[src/rtl/sat_bin_pkg.sv]
// Shared types and helpers for the bin manager <-> core transfer engines.
// Holds the unloader FSM state encoding, default geometry constants and the
// bin-relative RAM address helper.
package sat_bin_pkg;

    localparam int DEF_NUM_CLAUSES_A_BIN     = 8;
    localparam int DEF_NUM_VARS_A_BIN        = 8;
    localparam int DEF_NUM_LVLS_A_BIN        = 8;
    localparam int DEF_WIDTH_BIN_ID          = 10;
    localparam int DEF_WIDTH_VAR_STATES      = 11;
    localparam int DEF_WIDTH_LVL_STATES      = 19;
    localparam int DEF_ADDR_WIDTH_CLAUSES    = 9;
    localparam int DEF_ADDR_WIDTH_VAR_STATES = 9;
    localparam int DEF_ADDR_WIDTH_LVL_STATES = 9;

    typedef enum logic [2:0] {
        ST_IDLE,
        ST_CLAUSE,
        ST_VAR,
        ST_LVL,
        ST_DONE
    } state_t;

    // Slot address of entry idx inside bin bin_id, where every bin owns n
    // consecutive slots. The product is formed at full width and then wrapped
    // to the aw-bit RAM address space.
    function automatic logic [31:0] bin_addr(input logic [31:0] bin_id,
                                             input logic [31:0] idx,
                                             input logic [31:0] n,
                                             input int          aw);
        logic [31:0] full;
        full = bin_id * n + idx;
        if (aw < 32) begin
            return full & ((32'd1 << aw) - 32'd1);
        end
        return full;
    endfunction

endpackage

[src/rtl/state_serializer.sv]
// Parallel-in / serial-out state writer. Snapshots a packed array of DEPTH
// words on i_load, then while i_run is high emits one word per cycle
// (index 0 first) together with its index and a last-word flag.
module state_serializer
    import sat_bin_pkg::*;
#(
    parameter  int WIDTH = DEF_WIDTH_VAR_STATES,
    parameter  int DEPTH = DEF_NUM_VARS_A_BIN,
    localparam int IW    = (DEPTH > 1) ? $clog2(DEPTH) : 1
) (
    input  logic                   clk,
    input  logic                   rst_n,
    input  logic                   i_load,
    input  logic [WIDTH*DEPTH-1:0] i_load_data,
    input  logic                   i_run,
    output logic                   o_en,
    output logic [IW-1:0]          o_idx,
    output logic [WIDTH-1:0]       o_data,
    output logic                   o_last
);

    logic [WIDTH*DEPTH-1:0] r_snap;
    logic [IW-1:0]          r_idx;

    // Capture the whole state array at the moment the unload is accepted.
    // NOTE: the snapshot is a flop bank (not a RAM), so it is reset like any
    // other state; sequential blocks use non-blocking assignments only.
    always_ff @(posedge clk or negedge rst_n) begin
        if (!rst_n) begin
            r_snap <= '0;
        end else if (i_load) begin
            r_snap <= i_load_data;
        end
    end

    // Word index: parked at 0 while idle, advances once per emitted word.
    always_ff @(posedge clk or negedge rst_n) begin
        if (!rst_n) begin
            r_idx <= '0;
        end else if (!i_run || o_last) begin
            r_idx <= '0;
        end else begin
            r_idx <= r_idx + IW'(1);
        end
    end

    assign o_en   = i_run;
    assign o_idx  = r_idx;
    assign o_data = r_snap[r_idx*WIDTH +: WIDTH];
    assign o_last = (r_idx == IW'(DEPTH - 1));

endmodule

[src/rtl/bin_unloader.sv]
// Core-to-bin-manager writeback engine. On start it snapshots the core's
// var/lvl states, reads the bin's clauses back through a two-stage pipeline
// (read select, capture, write) and then streams var and lvl states into the
// bin manager RAMs at the slots owned by the current bin.
// Optional build macro BIN_UNLOAD_ABORT_EN adds abort_i, which drops any
// running unload back to IDLE without done_o.
module bin_unloader
    import sat_bin_pkg::*;
#(
    parameter  int NUM_CLAUSES_A_BIN     = DEF_NUM_CLAUSES_A_BIN,
    parameter  int NUM_VARS_A_BIN        = DEF_NUM_VARS_A_BIN,
    parameter  int NUM_LVLS_A_BIN        = DEF_NUM_LVLS_A_BIN,
    parameter  int WIDTH_BIN_ID          = DEF_WIDTH_BIN_ID,
    parameter  int WIDTH_CLAUSES         = NUM_VARS_A_BIN * 2,
    parameter  int WIDTH_VAR_STATES      = DEF_WIDTH_VAR_STATES,
    parameter  int WIDTH_LVL_STATES      = DEF_WIDTH_LVL_STATES,
    parameter  int ADDR_WIDTH_CLAUSES    = DEF_ADDR_WIDTH_CLAUSES,
    parameter  int ADDR_WIDTH_VAR_STATES = DEF_ADDR_WIDTH_VAR_STATES,
    parameter  int ADDR_WIDTH_LVL_STATES = DEF_ADDR_WIDTH_LVL_STATES,
    localparam int NCW                   = $clog2(NUM_CLAUSES_A_BIN + 1),
    localparam int VIW                   = (NUM_VARS_A_BIN > 1) ? $clog2(NUM_VARS_A_BIN) : 1,
    localparam int LIW                   = (NUM_LVLS_A_BIN > 1) ? $clog2(NUM_LVLS_A_BIN) : 1
) (
    input  logic                                   clk,
    input  logic                                   rst,
    input  logic                                   start_i,
`ifdef BIN_UNLOAD_ABORT_EN
    input  logic                                   abort_i,
`endif
    input  logic [WIDTH_BIN_ID-1:0]                bin_id_i,
    input  logic [NCW-1:0]                         nc_bin_i,
    output logic                                   done_o,
    output logic                                   busy_o,
    output logic [NUM_CLAUSES_A_BIN-1:0]           rd_carray_o,
    input  logic [WIDTH_CLAUSES-1:0]               clause_i,
    input  logic [WIDTH_VAR_STATES*NUM_VARS_A_BIN-1:0] vars_states_i,
    input  logic [WIDTH_LVL_STATES*NUM_LVLS_A_BIN-1:0] lvl_states_i,
    output logic                                   wr_clause_en_o,
    output logic [ADDR_WIDTH_CLAUSES-1:0]          wr_clause_addr_o,
    output logic [WIDTH_CLAUSES-1:0]               wr_clause_data_o,
    output logic                                   wr_vs_en_o,
    output logic [ADDR_WIDTH_VAR_STATES-1:0]       wr_vs_addr_o,
    output logic [WIDTH_VAR_STATES-1:0]            wr_vs_data_o,
    output logic                                   wr_ls_en_o,
    output logic [ADDR_WIDTH_LVL_STATES-1:0]       wr_ls_addr_o,
    output logic [WIDTH_LVL_STATES-1:0]            wr_ls_data_o
);

    state_t r_state;
    state_t w_state_next;

    logic [WIDTH_BIN_ID-1:0]  r_bin_id;
    logic [NCW-1:0]           r_nc;
    logic [NCW-1:0]           w_nc_sat;
    logic                     w_start;
    logic                     w_abort;

    // Clause pipeline: stage 1 remembers which read was issued last cycle,
    // stage 2 holds the captured clause word being written this cycle.
    logic [NCW-1:0]           r_rd_cnt;
    logic                     w_rd_issue;
    logic                     r_p1_vld;
    logic                     r_p1_last;
    logic [NCW-1:0]           r_p1_idx;
    logic                     r_wr_vld;
    logic                     r_wr_last;
    logic [NCW-1:0]           r_wr_idx;
    logic [WIDTH_CLAUSES-1:0] r_wr_data;

    logic                        w_vs_en;
    logic [VIW-1:0]              w_vs_idx;
    logic [WIDTH_VAR_STATES-1:0] w_vs_data;
    logic                        w_vs_last;
    logic                        w_ls_en;
    logic [LIW-1:0]              w_ls_idx;
    logic [WIDTH_LVL_STATES-1:0] w_ls_data;
    logic                        w_ls_last;

    assign w_nc_sat   = (nc_bin_i > NCW'(NUM_CLAUSES_A_BIN)) ? NCW'(NUM_CLAUSES_A_BIN) : nc_bin_i;
    assign w_start    = (r_state == ST_IDLE) && start_i;
    assign w_rd_issue = (r_state == ST_CLAUSE) && (r_rd_cnt < r_nc);

`ifdef BIN_UNLOAD_ABORT_EN
    assign w_abort = abort_i && (r_state != ST_IDLE);
`else
    assign w_abort = 1'b0;
`endif

    // State register.
    always_ff @(posedge clk or negedge rst) begin
        if (!rst) begin
            r_state <= ST_IDLE;
        end else begin
            r_state <= w_state_next;
        end
    end

    // Latch the bin id and saturated clause count when a start is accepted.
    always_ff @(posedge clk or negedge rst) begin
        if (!rst) begin
            r_bin_id <= '0;
            r_nc     <= '0;
        end else if (w_start) begin
            r_bin_id <= bin_id_i;
            r_nc     <= w_nc_sat;
        end
    end

    // Clause read/capture pipeline; flushed whenever the FSM is not in CLAUSE
    // so an aborted or reset run never leaks a stale write into the next one.
    always_ff @(posedge clk or negedge rst) begin
        if (!rst) begin
            r_rd_cnt  <= '0;
            r_p1_vld  <= 1'b0;
            r_p1_last <= 1'b0;
            r_p1_idx  <= '0;
            r_wr_vld  <= 1'b0;
            r_wr_last <= 1'b0;
            r_wr_idx  <= '0;
            r_wr_data <= '0;
        end else if (r_state != ST_CLAUSE) begin
            r_rd_cnt  <= '0;
            r_p1_vld  <= 1'b0;
            r_p1_last <= 1'b0;
            r_p1_idx  <= '0;
            r_wr_vld  <= 1'b0;
            r_wr_last <= 1'b0;
            r_wr_idx  <= '0;
            r_wr_data <= '0;
        end else begin
            r_rd_cnt  <= r_rd_cnt + NCW'(w_rd_issue);
            r_p1_vld  <= w_rd_issue;
            r_p1_last <= w_rd_issue && ((r_rd_cnt + NCW'(1)) == r_nc);
            r_p1_idx  <= r_rd_cnt;
            r_wr_vld  <= r_p1_vld;
            r_wr_last <= r_p1_last;
            r_wr_idx  <= r_p1_idx;
            r_wr_data <= clause_i;
        end
    end

    state_serializer #(
        .WIDTH (WIDTH_VAR_STATES),
        .DEPTH (NUM_VARS_A_BIN)
    ) u_vs_ser (
        .clk         (clk),
        .rst_n       (rst),
        .i_load      (w_start),
        .i_load_data (vars_states_i),
        .i_run       (r_state == ST_VAR),
        .o_en        (w_vs_en),
        .o_idx       (w_vs_idx),
        .o_data      (w_vs_data),
        .o_last      (w_vs_last)
    );

    state_serializer #(
        .WIDTH (WIDTH_LVL_STATES),
        .DEPTH (NUM_LVLS_A_BIN)
    ) u_ls_ser (
        .clk         (clk),
        .rst_n       (rst),
        .i_load      (w_start),
        .i_load_data (lvl_states_i),
        .i_run       (r_state == ST_LVL),
        .o_en        (w_ls_en),
        .o_idx       (w_ls_idx),
        .o_data      (w_ls_data),
        .o_last      (w_ls_last)
    );

    // Next-state and control outputs; only the current phase may drive its
    // read select or write enable, so at most one enable is high per cycle.
    always_comb begin
        // NOTE: every output of this block gets a default first so no path
        // through the case statement can infer a latch.
        w_state_next   = r_state;
        done_o         = 1'b0;
        busy_o         = (r_state != ST_IDLE);
        rd_carray_o    = '0;
        wr_clause_en_o = 1'b0;
        wr_vs_en_o     = 1'b0;
        wr_ls_en_o     = 1'b0;
        case (r_state)
            ST_IDLE: begin
                if (w_start) begin
                    w_state_next = (w_nc_sat == '0) ? ST_VAR : ST_CLAUSE;
                end
            end
            ST_CLAUSE: begin
                if (w_rd_issue) begin
                    rd_carray_o = NUM_CLAUSES_A_BIN'(1) << r_rd_cnt;
                end
                wr_clause_en_o = r_wr_vld;
                if (r_wr_vld && r_wr_last) begin
                    w_state_next = ST_VAR;
                end
            end
            ST_VAR: begin
                wr_vs_en_o = w_vs_en;
                if (w_vs_last) begin
                    w_state_next = ST_LVL;
                end
            end
            ST_LVL: begin
                wr_ls_en_o = w_ls_en;
                if (w_ls_last) begin
                    w_state_next = ST_DONE;
                end
            end
            ST_DONE: begin
                done_o       = 1'b1;
                w_state_next = ST_IDLE;
            end
            default: begin
                w_state_next = ST_IDLE;
            end
        endcase
        if (w_abort) begin
            done_o       = 1'b0;
            w_state_next = ST_IDLE;
        end
    end

    assign wr_clause_data_o = r_wr_data;
    assign wr_vs_data_o     = w_vs_data;
    assign wr_ls_data_o     = w_ls_data;

    assign wr_clause_addr_o = ADDR_WIDTH_CLAUSES'(bin_addr(32'(r_bin_id), 32'(r_wr_idx),
                                  32'(NUM_CLAUSES_A_BIN), ADDR_WIDTH_CLAUSES));
    assign wr_vs_addr_o     = ADDR_WIDTH_VAR_STATES'(bin_addr(32'(r_bin_id), 32'(w_vs_idx),
                                  32'(NUM_VARS_A_BIN), ADDR_WIDTH_VAR_STATES));
    assign wr_ls_addr_o     = ADDR_WIDTH_LVL_STATES'(bin_addr(32'(r_bin_id), 32'(w_ls_idx),
                                  32'(NUM_LVLS_A_BIN), ADDR_WIDTH_LVL_STATES));

endmodule
[config.mk]
export PLATFORM = sky130hd
export DESIGN_NAME = bin_unloader
export DESIGN_NICKNAME = d
export VERILOG_FILES = /design/src/rtl/sat_bin_pkg.sv /design/src/rtl/state_serializer.sv /design/src/rtl/bin_unloader.sv
export SDC_FILE = /design/constraint.sdc
export NUM_CORES = 1
export LEC_CHECK = 0
export BUFFER_PORTS_ARGS = -buffer_cell sky130_fd_sc_hd__buf_2
export CORE_MARGIN = 2
export CORE_UTILIZATION = 50
export DETAILED_ROUTE_END_ITERATION = 12
export GPL_TIMING_DRIVEN = 0
export PLACE_DENSITY = 0.79
export SYNTH_ARGS = -nofsm -noshare
export SYNTH_HDL_FRONTEND = slang
export SYNTH_SLANG_ARGS = --single-unit
export TNS_END_PERCENT = 10
[constraint.sdc]
create_clock -name clk -period 5.2 [get_ports clk]
set_clock_uncertainty 0.2 [all_clocks]
set_input_delay 0.52 -clock clk [delete_from_list [all_inputs] [get_ports clk]]
set_output_delay 0.52 -clock clk [all_outputs]
set_load 0.05 [all_outputs]
==> flow_summary.ini, run 1 <==
[run_status]
run_status = finished, final reports clean

[sta]
post-route-period-util = 0.692
grt_setup_unrepaired = no
worst_slew_pin_slew_ns = 0.765
period_minus_slack_ns = 3.60
max_freq_mhz = 278
setup_viol = 0
drv_slew = 0
hold_viol_final = 0
slew_headroom = 0.490

[drt]
via_per_inst = 5.39
dr.pass1.iters = 6
drc = 0
antenna_left = 0
wl_per_cell_um = 22.2
vias = 8582
drtIter0Drc = 424
wl_um = 35300

[global_routing]
grt_pass1_wl_um = 53900
grt_pass1_vias = 9282
grt-ovfl-total = 0
antenna_found_initial = 16
grtUsageTotal = 0.257
grt_max_degree = 126

[clock_network]
cts_tree = done
cts_buffer_depth = 3
ctsResizeCount = 0
h-tree-depth = 2
numCtsBuffers = 34
clkSinkCount = 291
holdBufCountCts = 4
clock_latency_ns = 0.51
clock-root-buffer = clkbuf_16
clkTransAtPathRegs_ns = 0.05
post_cts_buffers = 0

[critical_path]
worstPathMaxFanout = 10
worstReg2RegStart = r_rd_cnt[0]
worstSetupPathType = register to output pin
required_ns = 4.48
start_kind = register
end_kind = output pin
crit_arrival_ns = 2.88
r2r_setup_slack_ns = 2.74
startpoint = u_ls_ser.o_idx[1]

[power]
vdd_drop_max_mv = 0.610
power_per_cell_area_nw_per_um2 = 662
p_total_mw = 11.0
leakagePower_nw = 7.67

[final_layout]
finalNetCount = 1508
drive_above_1_share = 0.599
area_growth_pct = 27.1
final_util = 0.643

[yosys]
synth_cell_types = 33
netlist_area_um2 = 13100
syn_inst = 821
synth_top_cell_by_area = dfrtp_1
yosysMostFrequentCell = dfrtp_1
synthTopCellsByCount = 291 x dfrtp_1, 224 x mux2_2, 60 x mux4_2, 52 x mux2_1, 30 x and2_1
yosysWarnings = 0
synth_edf_count = 0
yosysSeqAreaShare = 0.558
synthTopCellsByArea = dfrtp_1 56%, mux2_2 19%, mux4_2 10%, mux2_1 4.5%, ha_1 1.7%
yosys.area.top_type_share = 0.558
syn-num-nets = 1112
synth_seq_cells = 291
syn_area_per_cell_um2 = 15.9
ys_async_sr_fraction = 1.00
synth_ff_type = dfrtp_1

[placement]
dp_hpwl_um = 25800
finalWeightedCongestion = 0.812
io_buffers = 354

[floorplanning]
dieWidth_um = 166
core_area_um2 = 25800
ioPinCount = 359
die_height_um = 166
start_util = 0.505
die_area_um2 = 27400
rows = 59

[hold_path]
min_path_type = input pin to register
holdCritStartpoint = bin_id_i[4]

[flow_run]
max-cap-violations = 0
area by class of cell:
cell class | instances | area (µm²)
Fill cell | 1942 | 9240
Clock inverter | 10 | 175
Tap cell | 335 | 419
Antenna cell | 13 | 32.5
Sequential cell | 291 | 7280
Multi-Input combinational cell | 461 | 5360
Inverter | 9 | 33.8
Timing Repair Buffer | 360 | 1880
Clock buffer | 52 | 1040
Buffer | 60 | 380
critical path, cell delays in order (launching register included):
cell and delay (ns):
dfrtp_1 0.39, clkbuf_1 0.60, buf_2 0.44, mux4_2 0.43, mux2_2 0.29, buf_2 0.22
final timing paths:
path                                   endpoint  depth (start not counted)
min in group asynchronous  u_ls_ser.r_snap[100]                          2
setup reg to reg                    r_rd_cnt[2]                         10
setup / recovery                wr_ls_data_o[6]                          5
max in group asynchronous  wr_clause_data_o[14]                          3
hold / removal                      r_bin_id[4]                          2
hold reg to reg                        r_wr_vld                          1
metrics by stage:
step                cell area (µm²)  setup TNS (ns)  worst slack (ns)  cells  hold WS (ns)
floorplan                     13100               0              1.81    821        0.0244
global placement              15200         -582.04             -2.03   1510         0.234
detailed placement            15300               0              2.11   1512         0.236
CTS                           16600               0              1.56   1578       0.00155
global route                  16600               0              1.46   1588       0.00800
finish                        16600               0              1.60   1591        0.0173
cells by family after synthesis:
kind of cell | count (synthesis) | share of synthesized area
DFF | 291 | 0.558
xor gates and xnor gates | 10 | 0.00671
adders and majority gates | 18 | 0.0172
buffers and inverters | 69 | 0.0317
muxes | 336 | 0.342
AOI/OAI and AO/OA | 10 | 0.00489
and+or+nand+nor | 87 | 0.0402
power by group:
group	switching, mW	internal, mW	leakage (nW)
Clock	0.942	1.58	0.594
Combinational	2.55	2.00	3.56
Sequential	0.582	3.32	3.52
Total	4.08	6.91	7.67
flip-flops by register name, indices dropped and copies added (netlist names), 4 cells and up:
name	count
r_bin_id	6
r_nc	4
r_p1_idx	4
r_rd_cnt	4
r_wr_idx	4
u_ls_ser.r_snap	152
u_vs_ser.r_snap	88
wr_clause_data_o	16
placed cells by master (no fill, tap or decap), types with 3 or more instances in the layout:
cell / synthesis / final
and2_1: 30 / 30
buf_2: 19 / 372
buf_4: 21 / 21
buf_6: 7 / 7
bufinv_16: 0 / 4
clkbuf_1: 12 / 19
clkbuf_16: 0 / 35
clkbuf_8: 0 / 10
clkinv_2: 0 / 3
dfrtp_1: 291 / 291
diode_2: 0 / 13
dlygate4sd3_1: 0 / 4
ha_1: 18 / 18
inv_1: 9 / 9
mux2_1: 52 / 52
mux2_2: 224 / 224
mux4_2: 60 / 60
nand2_1: 4 / 4
nand2b_1: 10 / 10
nand3_1: 4 / 4
nand3b_1: 6 / 6
nor2_1: 10 / 10
nor2b_1: 3 / 3
nor4_1: 10 / 10
o21ai_0: 6 / 6
xnor2_1: 5 / 5
xor2_1: 5 / 5
routing by layer:
layer	GRT usage	vias up	wire (µm)
met1	0.313	4360	13700
li1	-	3804	-
met5	0	-	40
met4	0.0972	6	1040
met2	0.438	339	18000
met3	0.0705	73	2570
Note: power is estimated with default switching activity, not from simulation.
==> inputs of run 2 (changes only) <==
--- a/config.mk
+++ b/config.mk
@@ -7,7 +7,7 @@
 export LEC_CHECK = 0
 export BUFFER_PORTS_ARGS = -buffer_cell sky130_fd_sc_hd__buf_2
 export CORE_MARGIN = 2
-export CORE_UTILIZATION = 50
+export CORE_UTILIZATION = 48
 export DETAILED_ROUTE_END_ITERATION = 12
 export GPL_TIMING_DRIVEN = 0
 export PLACE_DENSITY = 0.79
==> constraint.sdc (replaced) <==
create_clock -name clk -period 3.25 [get_ports clk]
set_clock_uncertainty 0.2 [all_clocks]
set_input_delay 0.325 -clock clk [delete_from_list [all_inputs] [get_ports clk]]
set_output_delay 0.325 -clock clk [all_outputs]
set_load 0.05 [all_outputs]
==> flow_summary.ini, run 2 (same netlist as run 1, synthesis figures left out) <==
[sta]
drv_slew = 0
fin_worst_hold_slack_ns = 0.0263
grt_setup_unrepaired = yes
post-route-period-util = 0.979
slew_headroom = 0.499
setup_viol = 0
period_minus_slack_ns = 3.18
worst_slew_pin_slew_ns = 0.751
max_freq_mhz = 314
hold_viol_final = 0

[drt]
drc = 0
wl_um = 43200
wl_per_cell_um = 23.4
via_per_inst = 5.45
vias = 10066
dr.pass1.iters = 5
antenna_left = 0
drtIter0Drc = 660

[critical_path]
start_kind = register
worstSetupPathType = register to output pin
slowest_stage = dfrtp_1
end_kind = output pin
crit_family = buffers and inverters
path_cells = clkbuf_1, mux4_2, mux2_2, buf_2
worstPathMaxFanout = 10
crit_buf_inv = 2
required_ns = 2.72
critPathMaxStageDelay_ns = 0.59
crit_arrival_ns = 2.66

[power]
p_total_mw = 18.0
cell_internal_pwr_mw = 11.1
pwr-share-clk = 0.213
power_per_cell_area_nw_per_um2 = 941
p_switching_mw = 6.92
combinationalPowerShare = 0.432
seq_power_share = 0.355
swShare = 0.385
vdd_drop_max_mv = 0.810
leakagePower_nw = 8.73

[floorplanning]
dieWidth_um = 169
ioPinCount = 359
core_area_um2 = 26800
die_height_um = 169
rows = 60
start_util = 0.487
die_area_um2 = 28500

[final_layout]
instances_no_fill = 1848
fillCellCount = 1645
area_growth_pct = 46.5
final_util = 0.714
largest_reg_flops = 152
finalNetCount = 1769
regMostFlops = u_ls_ser.r_snap
final_cell_mix = 371 x buf_2, 291 x dfrtp_1, 268 x dlygate4sd3_1
final_common_cell = buf_2
drive_above_1_share = 0.496

[global_routing]
grt_max_degree = 108
grtUsageTotal = 0.306
antenna_found_initial = 7
grt-ovfl-total = 0
grt_pass1_vias = 11685
grt_pass1_wl_um = 66400

[flow_run]
max-cap-violations = 0

[clock_network]
clock-root-buffer = clkbuf_16
clkTransAtPathRegs_ns = 0.06
clock_latency_ns = 0.55
cts_buffer_depth = 3
cts_tree = done
h-tree-depth = 1
post_cts_buffers = 0
numCtsBuffers = 31
clkSinkCount = 291

[placement]
io_buffers = 354
dp_hpwl_um = 26200
finalWeightedCongestion = 0.828
placed_cells = 1518

[hold_path]
min_path_type = input pin to register

[run_status]
run_status = finished, final reports clean
## run 2: path summary, 6_finish.rpt
kind | startpoint | endpoint | slack, ns | cells after the start
setup / recovery | u_vs_ser.o_idx[1] | wr_vs_data_o[10] | 0.07 | 4
hold / removal | start_i | r_state[1] | 0.03 | 4
setup reg to reg | r_state[2] | r_nc[0] | 0.70 | 7
hold reg to reg | r_p1_idx[0] | r_wr_idx[0] | 0.25 | 1
max in group asynchronous | rst | wr_clause_data_o[14] | 1.69 | 3
min in group asynchronous | rst | u_ls_ser.r_snap[100] | 0.16 | 2
## run 2: worst register-to-register path, stage by stage, from the launching register on
cell,delay [ns]
dfrtp_1,0.47
nor4b_2,0.34
buf_2,0.31
buf_6,0.23
buf_4,0.19
nand3b_1,0.09
dlygate4sd3_1,0.56
o21ai_0,0.08
## run 2: area by class of cell
class                   instances  area (µm²)  share of cell area
clock inverters                15         231              0.0121
plain buffers                  60         393              0.0205
flip-flops and latches        291        7280               0.381
repair buffers                624        4520               0.236
inverters                       9        33.8             0.00177
clock buffers                  41         863              0.0451
diodes                          6        15.0            0.000785
well taps                     341         427              0.0223
multi-input cells             461        5370               0.281
## run 2: power groups by stage
stage / clock (mW) / combinational, mW / sequential, mW
floorplan: 0 / 5.29 / 6.32
global placement: 0 / 7.16 / 6.17
detailed placement: 0 / 7.32 / 6.28
CTS: 3.85 / 7.61 / 6.22
global route: 4.03 / 8.16 / 6.56
finish: 3.83 / 7.77 / 6.39
## run 2: metrics by stage
step	instance area [µm²]	setup WS [ns]	setup TNS, ns
6_report	19100	0.0695	0
5_1_grt	19100	-0.00969	-0.0113
4_1_cts	19100	0.0116	0
3_5_place_dp	15300	0.371	0
3_3_place_gp	15300	-3.77	-1085.28
2_1_floorplan	13100	0.0579	0
## run 2: layer usage
| metal | wire length, µm | share of wire | global-route usage |
|---|---|---|---|
| met5 | 16 | 0.00037 | 0 |
| met4 | 2210 | 0.051 | 0.145 |
| met3 | 3210 | 0.074 | 0.0678 |
| met2 | 22100 | 0.51 | 0.552 |
| met1 | 15600 | 0.36 | 0.344 |
## run 2: timing repair
action,in CTS,in global routing
hold buffers,268,0
gates resized for setup,2,6
hold endpoints to repair,347,0
setup endpoints to repair,19,11
